File: config.mk
export PLATFORM = sky130hd
export DESIGN_NAME = intc_multi
export DESIGN_NICKNAME = d
export VERILOG_FILES = /design/src/rtl/intc_pkg.sv /design/src/rtl/intc_prio_enc.sv /design/src/rtl/intc_multi.sv
export SDC_FILE = /design/constraint.sdc
export NUM_CORES = 1
export LEC_CHECK = 0
export BUFFER_PORTS_ARGS = -buffer_cell sky130_fd_sc_hd__buf_2
export CORE_MARGIN = 2
export CORE_UTILIZATION = 50
export DETAILED_ROUTE_END_ITERATION = 10
export PLACE_DENSITY = 0.75
export SYNTH_ARGS = -nofsm -noshare
export SYNTH_HDL_FRONTEND = slang
export SYNTH_SLANG_ARGS = --single-unit
File: constraint.sdc
create_clock -name clk -period 4.3 [get_ports clk]
set_input_delay 0.215 -clock clk [delete_from_list [all_inputs] [get_ports clk]]
set_output_delay 0.215 -clock clk [all_outputs]
set_load 0.01 [all_outputs]
File: src/rtl/intc_pkg.sv
// intc_pkg: shared types and default sizes for the multi-source interrupt
// controller (intc_multi and intc_prio_enc).
//   intc_state_t  : dispatch FSM state (IDLE / SERVICE)
//   INTC_NUM_SRC  : default number of interrupt sources
//   INTC_DATA_W   : default payload width
package intc_pkg;

  localparam int INTC_NUM_SRC = 4;
  localparam int INTC_DATA_W  = 32;

  typedef enum logic {
    IDLE    = 1'b0,
    SERVICE = 1'b1
  } intc_state_t;

endpackage

File: src/rtl/intc_prio_enc.sv
// intc_prio_enc: combinational fixed-priority encoder, index 0 highest.
// Ports:
//   eligible [NUM_SRC]  candidate request vector
//   valid               at least one bit of eligible is set
//   idx      [ID_W]     index of the lowest set bit (0 when none is set)
module intc_prio_enc
  import intc_pkg::*;
#(
  parameter int NUM_SRC = INTC_NUM_SRC,
  parameter int ID_W    = $clog2(NUM_SRC)
) (
  input  logic [NUM_SRC-1:0] eligible,
  output logic               valid,
  output logic [ID_W-1:0]    idx
);

  // Scan from the top down so the lowest set index is the last one written.
  always_comb begin
    valid = |eligible;
    idx   = '0;
    for (int i = NUM_SRC - 1; i >= 0; i--) begin
      if (eligible[i]) idx = ID_W'(i);
    end
  end

endmodule

File: src/rtl/intc_multi.sv
// intc_multi: NUM_SRC-source interrupt controller in front of the fetch/decode
// interrupt path. Each source has a pending latch, a captured payload word,
// a sticky overrun flag and an enable bit in a shared mask register. The
// lowest-indexed eligible source is dispatched with a one-cycle interrupt
// pulse; the controller then waits in SERVICE until an RTI/RSI retire pulse.
//
// Build option: define INTC_SYNC_EN to pass each irq_src bit through a
// 2-flop synchroniser ahead of edge detection (dispatch latency 2 -> 4).
//
// Ports:
//   clk, rst      clock, synchronous active-high reset
//   irq_src       raw interrupt requests, one per source
//   src_data      per-source payload, slice i = bits [i*DATA_W +: DATA_W]
//   hold          pipeline stall/flush; blocks dispatch while high
//   rti, rsi      handler retire pulses; either one ends SERVICE
//   mask_we       load mask register from mask_wdata
//   clr_overrun   clear all sticky overrun flags
//   interrupt     one-cycle dispatch pulse
//   irq_id        index of the dispatched source
//   irq_data      payload of the dispatched source (feeds RDI)
//   in_service    high while a handler is active
//   pending       pending latches (status)
//   overrun       sticky overrun flags
module intc_multi
  import intc_pkg::*;
#(
  parameter int                 NUM_SRC   = INTC_NUM_SRC,
  parameter int                 DATA_W    = INTC_DATA_W,
  parameter int                 ID_W      = $clog2(NUM_SRC),
  parameter logic [NUM_SRC-1:0] EDGE_MASK = '1
) (
  input  logic                        clk,
  input  logic                        rst,
  input  logic [NUM_SRC-1:0]          irq_src,
  input  logic [NUM_SRC*DATA_W-1:0]   src_data,
  input  logic                        hold,
  input  logic                        rti,
  input  logic                        rsi,
  input  logic                        mask_we,
  input  logic [NUM_SRC-1:0]          mask_wdata,
  input  logic                        clr_overrun,
  output logic                        interrupt,
  output logic [ID_W-1:0]             irq_id,
  output logic [DATA_W-1:0]           irq_data,
  output logic                        in_service,
  output logic [NUM_SRC-1:0]          pending,
  output logic [NUM_SRC-1:0]          overrun
);

  intc_state_t                      state;
  logic [NUM_SRC-1:0]               mask;
  logic [NUM_SRC-1:0]               src_s;
  logic [NUM_SRC-1:0]               src_prev;
  logic [NUM_SRC-1:0]               evt;
  logic [NUM_SRC-1:0]               eligible;
  logic [NUM_SRC-1:0][DATA_W-1:0]   payload;
  logic                             win_vld;
  logic [ID_W-1:0]                  win_id;
  logic                             dispatch;

  // ---------------------------------------------------------------------------
  // Request conditioning
  // ---------------------------------------------------------------------------
`ifdef INTC_SYNC_EN
  logic [NUM_SRC-1:0] sync1;
  logic [NUM_SRC-1:0] sync2;

  always_ff @(posedge clk) begin
    if (rst) begin
      sync1 <= '0;
      sync2 <= '0;
    end else begin
      sync1 <= irq_src;
      sync2 <= sync1;
    end
  end

  assign src_s = sync2;
`else
  assign src_s = irq_src;
`endif

  always_ff @(posedge clk) begin
    if (rst) src_prev <= '0;
    else     src_prev <= src_s;
  end

  // Edge sources fire on 0->1, level sources fire every cycle they are high.
  assign evt = (src_s & ~src_prev & EDGE_MASK) | (src_s & ~EDGE_MASK);

  // ---------------------------------------------------------------------------
  // Arbitration (uses the mask as it stands this cycle, so a mask write in the
  // dispatch cycle only affects later decisions)
  // ---------------------------------------------------------------------------
  assign eligible = pending & mask;

  intc_prio_enc #(
    .NUM_SRC (NUM_SRC),
    .ID_W    (ID_W)
  ) u_prio (
    .eligible (eligible),
    .valid    (win_vld),
    .idx      (win_id)
  );

  assign dispatch = (state == IDLE) && win_vld && !hold;

  // ---------------------------------------------------------------------------
  // Per-source pending / payload / overrun
  // ---------------------------------------------------------------------------
  for (genvar i = 0; i < NUM_SRC; i++) begin : g_src
    logic              win_hit;
    logic              take;
    logic              ovr_set;
    logic              pend_r;
    logic              ovr_r;
    logic [DATA_W-1:0] pay_r;

    assign win_hit = dispatch && (win_id == ID_W'(i));
    // The slot is free either when nothing is pending or when the pending
    // request is being dispatched right now; a fresh event then reloads it.
    assign take    = evt[i] && (!pend_r || win_hit);
    // First event wins: a second edge on an occupied slot only flags overrun.
    assign ovr_set = evt[i] && EDGE_MASK[i] && pend_r && !win_hit;

    always_ff @(posedge clk) begin
      if (rst) begin
        pend_r <= 1'b0;
        ovr_r  <= 1'b0;
        pay_r  <= '0;
      end else begin
        if (evt[i])       pend_r <= 1'b1;
        else if (win_hit) pend_r <= 1'b0;

        if (take) pay_r <= src_data[i*DATA_W +: DATA_W];

        if (ovr_set)          ovr_r <= 1'b1;
        else if (clr_overrun) ovr_r <= 1'b0;
      end
    end

    assign pending[i] = pend_r;
    assign overrun[i] = ovr_r;
    assign payload[i] = pay_r;
  end

  // ---------------------------------------------------------------------------
  // Dispatch FSM with registered outputs
  // ---------------------------------------------------------------------------
  always_ff @(posedge clk) begin
    if (rst) begin
      state      <= IDLE;
      mask       <= '1;
      interrupt  <= 1'b0;
      irq_id     <= '0;
      irq_data   <= '0;
      in_service <= 1'b0;
    end else begin
      interrupt <= 1'b0;
      if (mask_we) mask <= mask_wdata;

      case (state)
        IDLE: begin
          if (dispatch) begin
            interrupt  <= 1'b1;
            irq_id     <= win_id;
            irq_data   <= payload[win_id];
            in_service <= 1'b1;
            state      <= SERVICE;
          end
        end
        SERVICE: begin
          // rti and rsi together are a single return.
          if (rti || rsi) begin
            in_service <= 1'b0;
            state      <= IDLE;
          end
        end
      endcase
    end
  end

endmodule
==> qor.yml, run 1 <==
fp.dieArea_um2: 16980
use_met3_pct: 5.863
vias_per_cell: 5.859
grt_max_degree: 89
core_area_um2: 15710
max_slew_margin_pct: 23.93
wl_per_cell_um: 18.76
yosysWarningCount: 0
die-width_um: 130.3
io-pin-count: 187
worstSkewPairLatency_ns: 0.44
power_leakage_nw: 3.820
synth_nets: 1064
row_count: 46
die_y_um: 130.3
place.detailed.hpwl_mm: 16.56
critPathLaunchType: "flip-flop"
syn_area_um2: 7976
cts_sinks: 181
grt_pass1_vias: 6575
antenna_found_initial: 0
worstSetupPathType: "flip-flop to flip-flop"
top_usage_layer: "met2"
met2_usage_pct: 41.21
area_delta_synth_final_pct: 19.50
drcViolationCount: 0
drt_pre_antenna_iters: 6
synth_edf_count: 0
avgSynthCellArea_um2: 8.661
cp_cell_sequence: "buf_4 -> and2_1 -> o31ai_4 -> buf_4 -> a221oi_1 -> o22ai_1"
root_buffer: "clkbuf_16"
hold_viol: 0
endpoint_kind: "flip-flop"
grt.total_usage_pct: 27.99
finalNetCount: 1181
finalSetupViolCount: 0
cts_buffer_depth: 2
layout-drive-gt1-share_pct: 24.48
skew_ns: 0.01860
p_per_area_nw_per_um2: 441.4
tightest_slew_ns: 1.140
slowest_delay_ns: 0.80
ys_seq_area_share_pct: 45.43
clk_pin_slew_worst_paths_ns: 0.06
crit_arrival_ns: 2.92
cts_resized: 0
period_minus_slack_ns: 2.612
outcome: "complete, no violations"
period_share_pct: 60.75
whs_ns: 0.01276
critPathBufInv: 2
cap_violations: 0
initial_core_util_pct: 50.76
vias: 7418
gp_congestion: 0.9194
cts_tree: "yes"
postRouteAntennaNets: 0
fmax_mhz: 382.8
crit_family: "simple AND/OR/NAND/NOR gates"
diodes: 0
ys_types: 42
cts_htree_levels: 4
numCtsBuffers: 17
dr.first_iter.drc_count: 746
worstPathMaxFanout: 30
hp-class: "input port to flip-flop"
finalWirelength_mm: 23.76
final_common_cell: "buf_2"
ir_drop_uv: 313.9
cp_common_cell: "buf_4"
final_cell_mix: "buf_2, dfxtp_1, a21oi_1"
ys_ff_latch: 181
synth_cells: 921
final_util_pct: 60.66
portBuffers: 186
finalMaxSlewViolations: 0
rsz0062_at_grt: "false"
async_flop_share_pct: 0
gr-total-overflow: 0
grtUsageMet1_pct: 40.49
crit_required_ns: 4.61
tns_ns: 0
grt_pass1_wl_mm: 36.07
synth-main-ff-cell: "dfxtp_1"
critical-path-slowest-cell: "and2_1"
[per-layer routing]
metal,share of wire (%),vias up
met1,45,3482
met4,2.5,0
li1,-,3551
met2,44,352
met5,0,-
met3,8.7,33
[worst paths after layout]
| check | startpoint | end | slack [ns] | depth (start not counted) |
|---|---|---|---|---|
| worst max-delay path | g_src[2].pend_r | irq_data[19] | 1.69 | 6 |
| worst min-delay path | src_data[31] | g_src[0].pay_r[31] | 0.01 | 3 |
| worst max register to register | g_src[2].pend_r | irq_data[19] | 1.69 | 6 |
| worst min register to register | irq_id[0] | irq_id[0] | 0.47 | 2 |
[flip-flops by register name (all words and copies together) (netlist names)]
register      flops
g_src.pay_r     128
src_prev          4
mask              4
in_service        1
g_src.ovr_r       4
irq_id            2
state             1
interrupt         1
g_src.pend_r      4
irq_data         32
[synthesized netlist by cell type, types with 2 or more instances]
cell      count  area (um^2)
buf_6         3        33.78
inv_1         7        26.28
nand3b_1     25        187.7
or3b_1       52        455.4
and2_1        6        37.54
buf_4         8        60.06
buf_2        11        55.05
clkbuf_2      3        15.01
dfxtp_1     181         3623
nand2_1      34        127.6
nor2_1       39        146.4
a221oi_1      8        70.07
nor2b_1       6        37.54
clkbuf_1     77        289.0
a21o_1       23        172.7
and3_1        2        12.51
o311ai_0     22        192.7
o21ai_0     128        640.6
nand2b_1     16        100.1
a22oi_1       8        60.06
nand3_1      34        170.2
or3b_2       13        113.9
a31oi_1       3        18.77
a21oi_1     150        750.7
buf_1         3        11.26
o22ai_1       9        56.30
mux2i_1      35        350.3
[metrics by stage]
step,power (mW),std cells,instance area (um^2),setup slack [ns]
after floorplan,2.319,921,7976,2.622
after global placement,2.557,1234,8892,1.907
after detailed placement,2.567,1234,8892,1.809
after CTS,4.211,1266,9532,1.784
after global routing,4.362,1266,9532,1.523
final,4.207,1266,9532,1.688
[power breakdown]
part / leakage, nW / internal (mW) / total, mW / switching, mW
sequential: 1.49 / 1.80 / 1.88 / 0.0854
combinational: 2.03 / 0.267 / 0.665 / 0.399
clock: 0.306 / 1.00 / 1.66 / 0.657
[worst min-delay path, cell delays in order]
cell and delay [ns]:
buf_2 0.07, mux2i_1 0.05, nor2_1 0.07
[final cells by class]
cell class	count	area, um^2
Inverter	7	26.28
Clock buffer	19	452.9
Fill cell	1398	6181
Timing Repair Buffer	203	1064
Multi-Input combinational cell	628	3919
Tap cell	216	270.3
Sequential cell	181	3623
Clock inverter	12	176.4
[cells by family after synthesis]
| kind of cell | after synthesis | share of synthesized area [%] |
|---|---|---|
| simple gates | 229 | 17.55 |
| buf+inv | 112 | 6.149 |
| compound gates | 364 | 26.48 |
| flops | 181 | 45.43 |
| mux | 35 | 4.392 |
[timing repair]
action	CTS	global route
setup buffers	0	0
hold buffers	1	0
hold endpoints to repair	1	0
Power figures use the tool's default switching activity.
==> inputs of run 2 (changes only) <==
Settings changed: ABC_AREA from default to 1, CORE_UTILIZATION 50 to 49, PLACE_DENSITY 0.75 to 0.76.
Clock period 4.3 ns to 2.3 ns, I/O delays scaled along.
==> qor.yml, run 2 <==
cap_violations: 0  # unchanged
io-pin-count: 187  # unchanged
largest-register: "g_src.pay_r"  # unchanged
crit_required_ns: 2.67  # was 4.61 ns
vias: 8302  # was 7,418
yosysTopAreaCellShare_pct: 44.27  # was 45.43%
initial_core_util_pct: 49.71  # was 50.76%
layout-drive-gt1-share_pct: 17.98  # was 24.48%
vias_per_cell: 5.137  # was 5.859
rr_worst_depth: 9  # was 6
grt.total_usage_pct: 26.24  # was 27.99%
largest_reg_flops: 128  # unchanged
worstSetupPathType: "flip-flop to flip-flop"  # unchanged
critical-path-slowest-cell: "dfxtp_1"  # was and2_1
final_common_cell: "nand2_1"  # was buf_2
gp_congestion: 0.8540  # was 0.9194
finalMaxSlewViolations: 0  # unchanged
core_area_um2: 16470  # was 15,710 um^2
finalNetCount: 1528  # was 1,181
place.detailed.hpwl_mm: 15.96  # was 16.56 mm
gr-total-overflow: 0  # unchanged
cts_sinks: 181  # unchanged
max_slew_margin_pct: 54.38  # was 23.93%
critPathBufInv: 2  # unchanged
yosysMostFrequentCell: "nand2_1"  # was dfxtp_1
ys_ff_latch: 181  # unchanged
yosys-top-cells-area: "dfxtp_1, nand3_1, nand2_1"  # was dfxtp_1, a21oi_1, o21ai_0
hold_viol: 0  # unchanged
ys_types: 20  # was 42
grt_pass1_wl_mm: 37.20  # was 36.07 mm
clk_pin_slew_worst_paths_ns: 0.06  # about the same
power_leakage_nw: 4.971  # was 3.820 nW
numCtsBuffers: 17  # unchanged
hold_path_end: "g_src[0].pay_r[28]"  # was g_src[0].pay_r[31]
cp_cell_sequence: "nand2_1 -> nand2_1 -> nor2_2 -> nor2_8 -> buf_6 -> nand2_1 -> inv_1 -> nand2_1 -> nand2_1"  # was buf_4 -> and2_1 -> o31ai_4 -> buf_4 -> a221oi_1 -> o22ai_1
drcViolationCount: 0  # unchanged
period_share_pct: 86.41  # was 60.75%
area_delta_synth_final_pct: 25.88  # was 19.50%
synth_cells: 1208  # was 921
worst_r2r_endpoint: "irq_data[26]"  # was irq_data[19]
worstSkewPairLatency_ns: 0.43  # was 0.44 ns
critPathLaunchType: "flip-flop"  # unchanged
postRouteAntennaNets: 0  # unchanged
portBuffers: 186  # unchanged
ir_drop_uv: 541.1  # was 313.9 uV
period_minus_slack_ns: 1.987  # was 2.612 ns
row_count: 47  # was 46
crit_arrival_ns: 2.36  # was 2.92 ns
ys_seq_area_share_pct: 44.27  # was 45.43%
multi_input_area_um2: 3681  # was 3919 um^2
die_y_um: 133.2  # was 130.3 um
tightest_slew_ns: 0.6827  # was 1.140 ns
min_path_cells: 5  # was 3
wl_per_cell_um: 14.38  # was 18.76 um
syn_area_um2: 8185  # was 7976 um^2
finalWirelength_mm: 23.24  # was 23.76 mm
grt_pass1_vias: 7549  # was 6,575
p_per_area_nw_per_um2: 756.6  # was 441.4 nW/um^2
hp-class: "input port to flip-flop"  # unchanged
avgSynthCellArea_um2: 6.776  # was 8.661 um^2
place_ws_ns: 0.2571  # was 1.809 ns
synth_edf_count: 0  # unchanged
yosys.area.top_type: "dfxtp_1"  # unchanged
slowest_delay_ns: 0.43  # was 0.80 ns
endpoint_kind: "flip-flop"  # unchanged
synth_common_cells: "nand2_1, nand3_1, dfxtp_1"  # was dfxtp_1, a21oi_1, o21ai_0
fill_cells: 1519  # was 1,398
worstPathMaxFanout: 44  # was 30
synth_nets: 1351  # was 1,064
ff2ff_setup_slack_ns: 0.31  # was 1.69 ns
antenna_found_initial: 0  # unchanged
rsz0062_at_grt: "false"  # unchanged
worstHoldStart: "src_data[28]"  # was src_data[31]
root_buffer: "clkbuf_16"  # unchanged
r2r-start: "g_src[0].pend_r"  # was g_src[2].pend_r
tns_ns: 0  # unchanged
crit_family: "simple AND/OR/NAND/NOR gates"  # unchanged
final_cell_mix: "nand2_1, nand3_1, buf_2"  # was buf_2, dfxtp_1, a21oi_1
outcome: "complete, no violations"  # unchanged
synth-main-ff-cell: "dfxtp_1"  # unchanged
cp_common_cell: "nand2_1"  # was buf_4
fmax_mhz: 503.2  # was 382.8 MHz
grt_max_degree: 67  # was 89
finalSetupViolCount: 0  # unchanged
yosysWarningCount: 0  # unchanged
reg_top3: "g_src.pay_r x128, irq_data x32"  # unchanged
dr.first_iter.drc_count: 678  # was 746
diodes: 0  # unchanged
seqCellArea_um2: 3623  # unchanged
drt_pre_antenna_iters: 5  # was 6
power.total_mw: 7.795  # was 4.207 mW
skew_ns: 0.006038  # was 0.01860 ns
fin_ws_ns: 0.3126  # was 1.688 ns
cts_buffer_depth: 2  # unchanged
die-width_um: 133.2  # was 130.3 um
fp.dieArea_um2: 17750  # was 16,980 um^2
cts_tree: "yes"  # unchanged
async_flop_share_pct: 0  # unchanged
cts_htree_levels: 4  # unchanged
-- run 2: cell types whose count changed after synthesis, sizes merged, moves of 16 or more --
cell	before	now
nand2	34	245
nand3	34	225
inv	7	113
o21ai	128	25
nor2	39	135
or3b	65	0
mux2i	35	0
clkbuf	80	51
buf	25	52
nand3b	25	0
a21o	23	0
o311ai	22	0
nand4	0	20
nand2b	16	0
-- run 2: where the power goes --
group	internal, mW	switching (mW)	leakage (nW)	total [mW]
sequential	3.40	0.145	1.49	3.54
combinational	0.559	0.874	3.19	1.43
clock	1.68	1.14	0.285	2.82
-- run 2: worst max-delay path by stage --
stage,start,to,cells past startpoint
after floorplan,g_src[0].pend_r,g_src[0].pay_r[3],10
after global placement,g_src[0].pend_r,irq_data[6],9
after detailed placement,g_src[0].pend_r,irq_data[26],9
after CTS,g_src[0].pend_r,irq_data[26],9
after global routing,g_src[0].pend_r,irq_data[22],9
final,g_src[0].pend_r,irq_data[26],9
-- run 2: final cells by class --
type | instances | area share [%]
multi-input combinational | 810 | 35.73
sequential | 181 | 35.17
timing repair buffer | 261 | 16.70
clock buffer | 27 | 5.173
inverter | 114 | 4.177
tap | 220 | 2.672
clock inverter | 3 | 0.3886
-- run 2: logic make-up after synthesis --
family | count (synthesis) | synth area share, %
compound gates | 184 | 11.28
flops | 181 | 44.27
simple gates | 626 | 33.20
buf+inv | 217 | 11.25
-- run 2: repair_timing --
item / 4_1_cts / 5_1_grt
setup buffers: 0 / 0
hold buffers: 54 / 0
hold endpoints to repair: 49 / 0
gates resized for setup: 0 / 1
endpoints found under the setup margin: 0 / 10
-- run 2: per-layer routing --
| layer | global-route usage (%) | part of all wire, % | routed length (um) | up-vias |
|---|---|---|---|---|
| met5 | 0 | 0 | 0 | - |
| met4 | 9.752 | 2.7 | 616 | 0 |
| met3 | 4.300 | 5.3 | 1225 | 35 |
| met2 | 46.68 | 51 | 11910 | 267 |
| met1 | 31.92 | 41 | 9483 | 3742 |
| li1 | - | - | - | 4258 |
-- run 2: tightest hold or removal path, delay by kind of cell --
family        cells  cell delay [ns]
buf+inv           2             0.10
simple gates      3             0.18
-- run 2: metrics by stage --
| step | cells | cell area, um^2 | utilization, % | hold WS (ns) |
|---|---|---|---|---|
| after global placement | 1532 | 9186 | 55.79 | 0.3325 |
| after global routing | 1616 | 10300 | 62.58 | 0.01163 |
| after CTS | 1616 | 10300 | 62.55 | 0.0001111 |
| final | 1616 | 10300 | 62.58 | 0.004966 |
| after detailed placement | 1532 | 9186 | 55.79 | 0.3318 |
| after floorplan | 1208 | 8185 | - | 0.2371 |
==> inputs of run 3 (changes only) <==
Settings changed: CTS_BUF_LIST from default to sky130_fd_sc_hd__clkbuf_16.
==> qor.yml, run 3 (synthesis gave the netlist of run 2 again) <==
core_area_um2: 16470  # unchanged
cap_violations: 0  # unchanged
worstSetupPathType: "flip-flop to flip-flop"  # unchanged
drcViolationCount: 0  # unchanged
period_share_pct: 86.66  # was 86.41%
cp_common_cell: "nand2_1"  # unchanged
cp_cell_sequence: "nand2_1 -> nand2_1 -> nor2_2 -> nor2_8 -> buf_6 -> nand2_1 -> inv_1 -> nand2_1 -> nand2_1"  # unchanged
p_per_area_nw_per_um2: 738.1  # was 756.6 nW/um^2
worstPathMaxFanout: 44  # unchanged
antenna_found_initial: 0  # unchanged
hold_viol: 0  # unchanged
critical-path-slowest-cell: "dfxtp_1"  # unchanged
grt_max_degree: 67  # unchanged
grt_pass1_vias: 7573  # was 7,549
postRouteAntennaNets: 0  # unchanged
postCtsSetupBuffers: 0  # unchanged
grt.total_usage_pct: 26.33  # was 26.24%
grt_pass1_wl_mm: 37.32  # was 37.20 mm
die_y_um: 133.2  # unchanged
tightest_slew_ns: 0.6955  # was 0.6827 ns
max_slew_margin_pct: 53.52  # was 54.38%
place.detailed.hpwl_mm: 15.96  # unchanged
numCtsBuffers: 17  # unchanged
cts_sinks: 181  # unchanged
hp-class: "input port to flip-flop"  # unchanged
cts_htree_levels: 4  # unchanged
rsz0062_at_grt: "false"  # unchanged
worstSkewPairLatency_ns: 0.43  # about the same
io-pin-count: 187  # unchanged
finalMaxSlewViolations: 0  # unchanged
portBuffers: 186  # unchanged
finalSetupViolCount: 0  # unchanged
finalNonFillerCells: 1616  # unchanged
tns_ns: 0  # unchanged
vias_per_cell: 5.170  # was 5.137
fp.dieArea_um2: 17750  # unchanged
gp_congestion: 0.8540  # unchanged
gr-total-overflow: 0  # unchanged
clk_pin_slew_worst_paths_ns: 0.06  # about the same
outcome: "complete, no violations"  # unchanged
dr.first_iter.drc_count: 733  # was 678
diodes: 0  # unchanged
cts_tree: "yes"  # unchanged
drt_pre_antenna_iters: 5  # unchanged
critPathLaunchType: "flip-flop"  # unchanged
wl_per_cell_um: 14.47  # was 14.38 um
fmax_mhz: 501.7  # was 503.2 MHz
dp_cells: 1532  # unchanged
reg_top3: "g_src.pay_r x128, irq_data x32"  # unchanged
largest_reg_flops: 128  # unchanged
crit_arrival_ns: 2.37  # was 2.36 ns
endpoint_kind: "flip-flop"  # unchanged
finalWirelength_mm: 23.39  # was 23.24 mm
largest-register: "g_src.pay_r"  # unchanged
row_count: 47  # unchanged
area_delta_synth_final_pct: 25.02  # was 25.88%
die-width_um: 133.2  # unchanged
root_buffer: "clkbuf_16"  # unchanged
period_minus_slack_ns: 1.993  # was 1.987 ns
finalNetCount: 1528  # unchanged
vias: 8354  # was 8,302
ir_drop_uv: 545.4  # was 541.1 uV
skew_ns: 0.005885  # was 0.006038 ns
slowest_delay_ns: 0.43  # about the same
power_leakage_nw: 4.944  # was 4.971 nW
final_cell_mix: "nand2_1, nand3_1, buf_2"  # unchanged
final_common_cell: "nand2_1"  # unchanged
cts_buffer_depth: 2  # unchanged
layout-drive-gt1-share_pct: 17.48  # was 17.98%
initial_core_util_pct: 49.71  # unchanged
crit_required_ns: 2.67  # about the same
[run 3: changes by cell type in the layout (fill, tap and decap cells not counted)]
cell / before / now
clkbuf_1: 3 / 0
clkbuf_8: 7 / 0
clkinv_1: 1 / 8
inv_1: 111 / 114
[run 3: report_power, final]
group	switching (mW)	internal [mW]
sequential	0.147	3.40
combinational	0.875	0.559
clock	1.14	1.43
[run 3: metrics by stage]
step,power [mW],area (um^2),util (%),setup slack (ns),hold slack [ns]
floorplan,4.496,8185,-,0.7595,0.2371
finish,7.553,10230,62.15,0.3068,0.002600
CTS,7.555,10230,62.13,0.2177,0.0006757
global placement,4.930,9186,55.79,0.3389,0.3325
detailed placement,4.953,9186,55.79,0.2571,0.3318
global route,7.906,10230,62.15,0.04226,0.01034
[run 3: area by class of cell]
cell class / instances / area (um^2)
Clock buffer: 17 / 425.4
Clock inverter: 13 / 77.57
Fill cell: 1533 / 6232
Inverter: 114 / 430.4
Multi-Input combinational cell: 810 / 3681
Sequential cell: 181 / 3623
Tap cell: 220 / 275.3
Timing Repair Buffer: 261 / 1720
[run 3: path summary, 6_finish.rpt]
path	startpoint	depth (start not counted)	endpoint	slack, ns
worst max-delay path	g_src[0].pend_r	9	irq_data[26]	0.31
worst max register to register	g_src[0].pend_r	9	irq_data[26]	0.31
worst min-delay path	src_data[28]	5	g_src[0].pay_r[28]	0.003
worst min register to register	g_src[1].pay_r[11]	2	g_src[1].pay_r[11]	0.46
[run 3: worst max-delay path, delay by kind of cell, from the launching register on]
family	cells	cell delay (ns)
flops	1	0.43
buf+inv	2	0.62
simple gates	7	0.88
[run 3: routing by layer]
| layer | track usage, % | wire (um) | up-vias |
|---|---|---|---|
| met5 | 0 | 0 | - |
| met4 | 9.693 | 638 | 0 |
| met3 | 4.414 | 1222 | 41 |
| met2 | 46.99 | 11900 | 269 |
| met1 | 31.87 | 9626 | 3788 |
| li1 | - | - | 4256 |
[run 3: repair_timing]
item                                    CTS  global route
hold buffers                             54             0
resized for setup                         0             1
endpoints found under the setup margin    0            10
hold endpoints to repair                 49             0
